File: src/rtl/xbus_arbiter.sv
// xbus_arbiter: shares one blocking XBus channel among N_PORT MCX cores.
// A writer is granted round-robin, its word is held until another core
// reads it, and both sides receive a one-cycle acknowledge pulse.
// Optional feature macro: XBUS_TIMEOUT_EN. When defined, a held word is
// dropped after TIMEOUT HOLD cycles without a reader and wr_err pulses.
//
// Handshake: wr_req/rd_req are levels held until the matching ack pulse
// or withdrawn; wr_ack/rd_ack are single-cycle pulses, and rd_data is
// valid in the cycle rd_ack is high and holds until the next delivery.
module xbus_arbiter #(
  parameter int N_PORT  = 4,
  parameter int DW      = 11,
  parameter int IW      = 3,
  parameter int TIMEOUT = 255
) (
  input  logic                 clk,
  input  logic                 nrst,
  input  logic [N_PORT-1:0]    wr_req,
  input  logic [N_PORT*DW-1:0] wr_data,
  input  logic [N_PORT-1:0]    rd_req,
  output logic [N_PORT-1:0]    wr_ack,
  output logic [N_PORT-1:0]    rd_ack,
  output logic [DW-1:0]        rd_data,
  output logic                 busy,
  output logic [IW-1:0]        owner,
  output logic [N_PORT-1:0]    wr_err,
  output logic [1:0]           state_dbg
);

  typedef enum logic [1:0] {IDLE = 2'd0, HOLD = 2'd1, DONE = 2'd2} state_t;

  localparam logic [IW:0] NP = (IW+1)'(N_PORT);
  localparam logic [N_PORT-1:0] ONE = {{(N_PORT-1){1'b0}}, 1'b1};

  if (TIMEOUT < 1 || (1 << IW) < N_PORT) begin : g_cfg_check
    $error("xbus_arbiter: invalid TIMEOUT/IW/N_PORT combination");
  end

  state_t              state_q;
  logic [IW-1:0]       wr_ptr_q, rd_ptr_q, owner_q;
  logic [DW-1:0]       word_q, rd_data_q;
  logic [N_PORT-1:0]   wr_ack_q, rd_ack_q;
  logic                busy_q;

  logic [IW-1:0]       wr_sel, rd_sel;
  logic [N_PORT-1:0]   owner_oh, rd_elig;

  // Index of the first set request at or after ptr, wrapping modulo N_PORT.
  function automatic logic [IW-1:0] rr_pick(input logic [N_PORT-1:0] req,
                                            input logic [IW-1:0] ptr);
    logic [IW-1:0] sel;
    logic [IW:0]   idx;
    sel = '0;
    for (int k = N_PORT-1; k >= 0; k--) begin
      idx = {1'b0, ptr} + k[IW:0];
      if (idx >= NP) idx = idx - NP;
      if (req[idx[IW-1:0]]) sel = idx[IW-1:0];
    end
    return sel;
  endfunction

  // Successor index modulo N_PORT.
  function automatic logic [IW-1:0] next_idx(input logic [IW-1:0] idx);
    logic [IW:0] n;
    n = {1'b0, idx} + 1'b1;
    if (n >= NP) n = '0;
    return n[IW-1:0];
  endfunction

  // Arbitration decisions; readers exclude the owner so a core never reads its own word.
  always_comb begin
    owner_oh = ONE << owner_q;
    rd_elig  = rd_req & ~owner_oh;
    wr_sel   = rr_pick(wr_req, wr_ptr_q);
    rd_sel   = rr_pick(rd_elig, rd_ptr_q);
  end

`ifdef XBUS_TIMEOUT_EN
  localparam int CW = $clog2(TIMEOUT + 1);
  localparam logic [CW-1:0] T_LAST = CW'(TIMEOUT - 1);
  logic [CW-1:0]     cnt_q;
  logic [N_PORT-1:0] wr_err_q;
`endif

  // Channel FSM with all outputs registered; reset wins in every state.
  always_ff @(posedge clk) begin
    if (!nrst) begin
      state_q   <= IDLE;
      wr_ptr_q  <= '0;
      rd_ptr_q  <= '0;
      owner_q   <= '0;
      word_q    <= '0;
      rd_data_q <= '0;
      wr_ack_q  <= '0;
      rd_ack_q  <= '0;
      busy_q    <= 1'b0;
`ifdef XBUS_TIMEOUT_EN
      cnt_q     <= '0;
      wr_err_q  <= '0;
`endif
    end else begin
      wr_ack_q <= '0;
      rd_ack_q <= '0;
`ifdef XBUS_TIMEOUT_EN
      wr_err_q <= '0;
`endif
      case (state_q)
        IDLE: begin
          if (|wr_req) begin
            owner_q  <= wr_sel;
            word_q   <= wr_data[wr_sel*DW +: DW];
            wr_ptr_q <= next_idx(wr_sel);
            busy_q   <= 1'b1;
            state_q  <= HOLD;
`ifdef XBUS_TIMEOUT_EN
            cnt_q    <= '0;
`endif
          end
        end
        HOLD: begin
          if (!wr_req[owner_q]) begin
            busy_q  <= 1'b0;
            state_q <= IDLE;
          end else if (|rd_elig) begin
            rd_data_q <= word_q;
            rd_ack_q  <= ONE << rd_sel;
            wr_ack_q  <= owner_oh;
            rd_ptr_q  <= next_idx(rd_sel);
            state_q   <= DONE;
          end
`ifdef XBUS_TIMEOUT_EN
          else if (cnt_q == T_LAST) begin
            wr_err_q <= owner_oh;
            busy_q   <= 1'b0;
            state_q  <= IDLE;
          end else begin
            cnt_q <= cnt_q + 1'b1;
          end
`endif
        end
        DONE: begin
          busy_q  <= 1'b0;
          state_q <= IDLE;
        end
        default: begin
          busy_q  <= 1'b0;
          state_q <= IDLE;
        end
      endcase
    end
  end

  assign wr_ack    = wr_ack_q;
  assign rd_ack    = rd_ack_q;
  assign rd_data   = rd_data_q;
  assign busy      = busy_q;
  assign owner     = owner_q;
  assign state_dbg = state_q;
`ifdef XBUS_TIMEOUT_EN
  assign wr_err    = wr_err_q;
`else
  assign wr_err    = '0;
`endif

endmodule
File: config.mk
export PLATFORM = sky130hd
export DESIGN_NAME = xbus_arbiter
export DESIGN_NICKNAME = d
export VERILOG_FILES = /design/src/rtl/xbus_arbiter.sv
export SDC_FILE = /design/constraint.sdc
export NUM_CORES = 1
export LEC_CHECK = 0
export ABC_CLOCK_PERIOD_IN_PS = 6100
export CORE_AREA = 2 2 67 69
export CTS_BUF_LIST = sky130_fd_sc_hd__clkbuf_4
export CTS_CLUSTER_DIAMETER = 100
export CTS_CLUSTER_SIZE = 24
export DETAILED_ROUTE_END_ITERATION = 8
export DIE_AREA = 0 0 69 71
export DONT_BUFFER_PORTS = 1
export PLACE_DENSITY_LB_ADDON = 0.2
export SYNTH_ARGS = -nofsm -noshare
export SYNTH_HDL_FRONTEND = slang
export SYNTH_SLANG_ARGS = --single-unit
export TNS_END_PERCENT = 100
File: constraint.sdc
create_clock -name clk -period 6.1 [get_ports clk]
set_input_delay 0.61 -clock clk [delete_from_list [all_inputs] [get_ports clk]]
set_output_delay 0.61 -clock clk [all_outputs]
set_load 0.02 [all_outputs]
==> results of run 1 <==
power breakdown:
part	internal [uW]	switching, uW	total (uW)
sequential	318	71.5	389
clock	49.9	86.5	136
combinational	244	229	473
synth_stat cells (3+ instances only):
cell type	number
a211oi_1	3
a21oi_1	7
a22o_1	11
a31oi_1	3
and3_1	3
buf_2	7
buf_4	7
buf_6	4
clkbuf_1	6
dfxtp_1	42
ha_1	6
inv_1	12
mux2_2	3
mux2i_1	19
mux4_1	4
mux4_2	9
nand2_1	13
nand3_1	6
nand3b_1	3
nor2_1	28
nor2b_1	6
nor3_1	6
nor3b_1	4
o21ai_0	5
final cells by class:
type	instances	area (um^2)
Clock buffer	6	45.04
Inverter	13	48.80
Sequential cell	42	840.8
Tap cell	52	65.06
Timing Repair Buffer	2	15.01
Multi-Input combinational cell	190	1565
Fill cell	361	1610
Clock inverter	2	13.76
through the flow:
stage | hold slack, ps | power, uW
2_1_floorplan | 448.5 | 825.2
3_3_place_gp | 460.8 | 863.5
3_5_place_dp | 467.9 | 869.9
4_1_cts | 405.6 | 1005
5_1_grt | 412.5 | 1076
6_report | 421.7 | 998.5
worst max-delay path: cells and delay by family, from the launching register on:
kind / cells / cell delay, ps
flops: 1 / 700
buf+inv: 1 / 130
compound gates: 5 / 1000
xor+xnor: 1 / 290
fa+ha+maj: 2 / 810
simple gates: 2 / 460
cell families after synthesis:
family / Yosys count / synth area share [%]
simple gates: 84 / 16.98
buf+inv: 40 / 8.464
flops: 42 / 32.14
fa+ha+maj: 6 / 2.869
xor+xnor: 1 / 0.3348
compound gates: 58 / 17.79
mux: 37 / 21.28
other cells: 1 / 0.1433
flip-flops by register name, indices dropped and copies added (netlist names):
register,cells
busy,1
owner,3
rd_ack,4
rd_data,11
rd_ptr_q,3
state_dbg,2
word_q,11
wr_ack,4
wr_ptr_q,3
final timing paths:
check | endpoint | cells past startpoint
setup / recovery | rd_ptr_q[1] | 11
hold reg to reg | word_q[0] | 1
setup reg to reg | rd_ptr_q[1] | 11
hold / removal | owner[2] | 2
layer usage:
metal	track usage, %	up-vias	share of wire, %
li1	-	966	-
met1	27.51	902	45
met2	36.75	43	50
met3	3.846	2	4.3
met4	4.575	0	0.49
met5	0	-	0
==> out/metrics.yaml, run 1 <==
status: "finished clean"
yosysWarnings: 0
fin_cells: 307
ctsHoldBuffers: 0
ir_drop_uv: 193.6
grt_first_pass_wirelength_mm: 8.549
netlist_top_cells_area: "dfxtp_1, mux4_2, mux2i_1, mux4_1, nor2_1"
clock_latency_ps: 340
wire_per_inst_um: 16.78
grt_antenna_before_repair: 0
track_usage_pct: 21.06
hpwlAfterDp_mm: 3.819
critical_path_arrival_ps: 3740
drc: 0
boundaryPins: 83
final_util_pct: 61.70
htreeDepth: 2
design_area_mm2: 0.002594
synth_seq_cells: 42
core_area_mm2: 0.004204
postCtsResizedCells: 0
drv_cap: 0
max_freq_mhz: 290.1
layout_common_cells: "dfxtp_1, nor2_1, mux2i_1"
crit_chain: "inv_1, ha_1, xnor2_1, a211oi_1, nor4_4, o221ai_2, ha_1, nand2b_1, a2111o_1, o311ai_1, a31o_1"
worstPathMaxFanout: 18
final.setup.tns_ps: 0
cts_tree: "built"
cts_inserted_buffers: 5
reg2reg_from: "rd_ptr_q[0]"
max_stage_delay_ps: 700
startpoint: "rd_ptr_q[0]"
synth_edf_count: 0
grt_max_degree: 19
place.port_buffers: 0
startpoint_type: "flip-flop"
die_h_um: 71
worst_pin_slew_ps: 923.0
ant_nets: 0
die_area_mm2: 0.004899
start_util_pct: 62.23
timing.final.crit_share_pct: 56.52
crit_path_end_kind: "flip-flop"
layout_commonest_cell: "dfxtp_1"
dp_cells: 299
n_antenna_cell: 0
drive_gt1_share_pct: 12.55
yosysTopAreaCellShare_pct: 32.14
p_per_area_mw_per_mm2: 384.9
crit_type: "reg -> reg"
cts-root-buf: "clkbuf_4"
synth-async-reset-ratio_pct: 0
synth_cell_types: 68
setup_ws_ps: 2652
nNetsFinal: 314
post-place-ws_ps: 2686
first_pass_iters: 4
grt_pass1_vias: 1789
gp_congestion: 0.8471
clockBufferDepth: 2
r2r_slack_ps: 2650
slowest_stage: "dfxtp_1"
vias: 1913
syn-instance-count: 269
area_delta_synth_final_pct: -0.8607
placed_cell_area_mm2: 0.002535
rsz0062_at_grt: "no"
setup_viol: 0
routed_via_density: 6.231
cts_setup_buffers: 0
worstHoldPathType: "in -> reg"
hold_viol_final: 0
leakagePower_uw: 0.001043
fin_crit_ps: 3448
drt-total-wl_mm: 5.151
cp.required_ps: 6390
postSynth.topFlopCell: "dfxtp_1"
gr-total-overflow: 0
clock-sinks: 42
slew_viol_final: 0
clock_skew_ps: 14.41
fp-row-count: 24
clk_pin_slew_ps: 130
critPathMostFrequentCell: "ha_1"
syn_area_per_cell_um2: 9.726
syn_area_mm2: 0.002616
die_w_um: 69
slew_headroom_pct: 38.46
drtIter0Drc: 62
synth_top_area_cell: "dfxtp_1"
yosysSeqAreaShare_pct: 32.14
hold_start: "nrst"
Power figures use the tool's default switching activity.
==> inputs of run 2 (changes only) <==
ABC_CLOCK_PERIOD_IN_PS = 3200   (was 6100)
clock period = 3.2 ns   (was 6.1 ns; I/O delays follow)
==> out/metrics.yaml, run 2 (synthesis gave the netlist of run 1 again) <==
worst_pin_slew_ps: 762.2  # was 923.0 ps
crit_chain: "inv_1, ha_1, xnor2_1, a211oi_1, nor4_4, o221ai_2, ha_1, nand2b_1, a2111o_1, o311ai_1, a31o_1"  # unchanged
layout_commonest_cell: "dfxtp_1"  # unchanged
met3_usage_pct: 4.558  # was 3.846%
rsz0062_at_grt: "no"  # unchanged
gr-total-overflow: 0  # unchanged
ctsHoldBuffers: 0  # unchanged
dp_cells: 310  # was 299
reg2reg_from: "rd_ptr_q[0]"  # unchanged
gp_congestion: 0.8658  # was 0.8471
grt_antenna_before_repair: 0  # unchanged
critPathMostFrequentCell: "ha_1"  # unchanged
slew_viol_final: 0  # unchanged
critical_path_arrival_ps: 3220  # was 3740 ps
grt_first_pass_wirelength_mm: 9.025  # was 8.549 mm
setup_viol: 0  # unchanged
die_h_um: 71  # unchanged
nNetsFinal: 325  # was 314
die_area_mm2: 0.004899  # unchanged
cts-root-buf: "clkbuf_4"  # unchanged
drc: 0  # unchanged
ir_drop_uv: 455.2  # was 193.6 uV
r2r_slack_ps: 280  # was 2650 ps
routed_via_density: 6.566  # was 6.231
layout_common_cells: "dfxtp_1, nor2_1, mux2i_1"  # unchanged
final.setup.tns_ps: 0  # unchanged
clock_skew_ps: 5.290  # was 14.41 ps
area_delta_synth_final_pct: 2.678  # was -0.8607%
grt_max_degree: 19  # unchanged
startpoint: "rd_ptr_q[0]"  # unchanged
clock-sinks: 42  # unchanged
worstHoldPathType: "in -> reg"  # unchanged
crit_type: "reg -> reg"  # unchanged
leakagePower_uw: 0.001103  # was 0.001043 uW
worstPathMaxFanout: 10  # was 18
drt-total-wl_mm: 5.603  # was 5.151 mm
hold_viol_final: 0  # unchanged
grt_pass1_vias: 1954  # was 1789
hpwlAfterDp_mm: 4.149  # was 3.819 mm
timing.final.crit_share_pct: 91.10  # was 56.52%
place.port_buffers: 0  # unchanged
cts_setup_buffers: 0  # unchanged
start_util_pct: 62.23  # unchanged
clockBufferDepth: 2  # unchanged
status: "finished clean"  # unchanged
fill_cells: 354  # was 361
drtIter0Drc: 222  # was 62
n_antenna_cell: 0  # unchanged
max_stage_delay_ps: 440  # was 700 ps
crit_path_end_kind: "flip-flop"  # unchanged
hold_start: "nrst"  # unchanged
slowest_stage: "ha_1"  # was dfxtp_1
die_w_um: 69  # unchanged
cp.required_ps: 3500  # was 6390 ps
fp-row-count: 24  # unchanged
postCtsResizedCells: 0  # unchanged
clk_pin_slew_ps: 130  # about the same
clock_latency_ps: 340  # about the same
use_met1_pct: 29.41  # was 27.51%
max_freq_mhz: 343.0  # was 290.1 MHz
htreeDepth: 2  # unchanged
slew_headroom_pct: 49.00  # was 38.46%
grtUsageMet2_pct: 36.54  # was 36.75%
track_usage_pct: 22.76  # was 21.06%
wire_per_inst_um: 17.62  # was 16.78 um
p_per_area_mw_per_mm2: 742.1  # was 384.9 mW/mm^2
cts_inserted_buffers: 5  # unchanged
boundaryPins: 83  # unchanged
core_area_mm2: 0.004204  # unchanged
ant_nets: 0  # unchanged
fin_cells: 318  # was 307
fin_crit_ps: 2915  # was 3448 ps
first_pass_iters: 4  # unchanged
startpoint_type: "flip-flop"  # unchanged
vias: 2088  # was 1913
busiest_layer: "met2"  # unchanged
drv_cap: 0  # unchanged
drive_gt1_share_pct: 16.17  # was 12.55%
cts_tree: "built"  # unchanged
-- run 2: cell count changes in the layout (fill, tap and decap cells not counted) --
cell / delta
clkinv_2: +1
clkbuf_4: -1
inv_6: +1
buf_12: +1
buf_4: +10
clkinv_4: -1
-- run 2: area by class of cell --
| class | count | area (um^2) | area share, % |
|---|---|---|---|
| inverters | 13 | 48.80 | 1.816 |
| repair buffers | 13 | 110.1 | 4.099 |
| clock buffers | 5 | 37.54 | 1.397 |
| flip-flops and latches | 42 | 840.8 | 31.30 |
| clock inverters | 3 | 18.77 | 0.6986 |
| well taps | 52 | 65.06 | 2.422 |
| multi-input cells | 190 | 1565 | 58.27 |
-- run 2: through the flow --
stage / utilization [%] / power, uW / cell area [um^2] / setup slack, ps / hold WS (ps)
2_1_floorplan: - / 1573 / 2628 / 76.03 / 448.5
3_3_place_gp: 62.56 / 1720 / 2630 / 445.6 / 461.3
3_5_place_dp: 62.56 / 1742 / 2630 / 336.8 / 466.7
4_1_cts: 63.90 / 1999 / 2686 / 308.3 / 100.1
5_1_grt: 63.90 / 2122 / 2686 / 94.08 / 97.02
6_report: 63.90 / 1994 / 2686 / 284.9 / 107.7
-- run 2: path summary, 6_finish.rpt --
check	cells after the start	end
worst max-delay path	11	rd_ptr_q[1]
worst min-delay path	2	owner[2]
worst max register to register	11	rd_ptr_q[1]
worst min register to register	1	word_q[1]
-- run 2: worst max-delay path: cells and delay by family, from the launching register on --
family	cells	cell delay [ps]
buf+inv	1	60
fa+ha+maj	2	680
simple gates	2	530
flops	1	350
compound gates	5	940
xor+xnor	1	290
-- run 2: power by group --
group          internal, uW  switching (uW)
clock                  86.0             172
sequential              605            79.2
combinational           526             524
total                  1220             776
-- run 2: layer usage --
layer / part of all wire [%] / routed length, um / vias to the layer above
met2: 50 / 2777 / 95
li1: - / - / 994
met3: 6.2 / 345 / 18
met4: 3.4 / 188 / 0
met1: 41 / 2292 / 981
met5: 0 / 0 / -
==> inputs of run 3 (changes only) <==
CTS_CLUSTER_SIZE = 10   (was 24)
SLEW_MARGIN = 10   (was not set)
==> results of run 3 <==
Same layout as run 2: the final DEF is identical, and so are final timing and power.
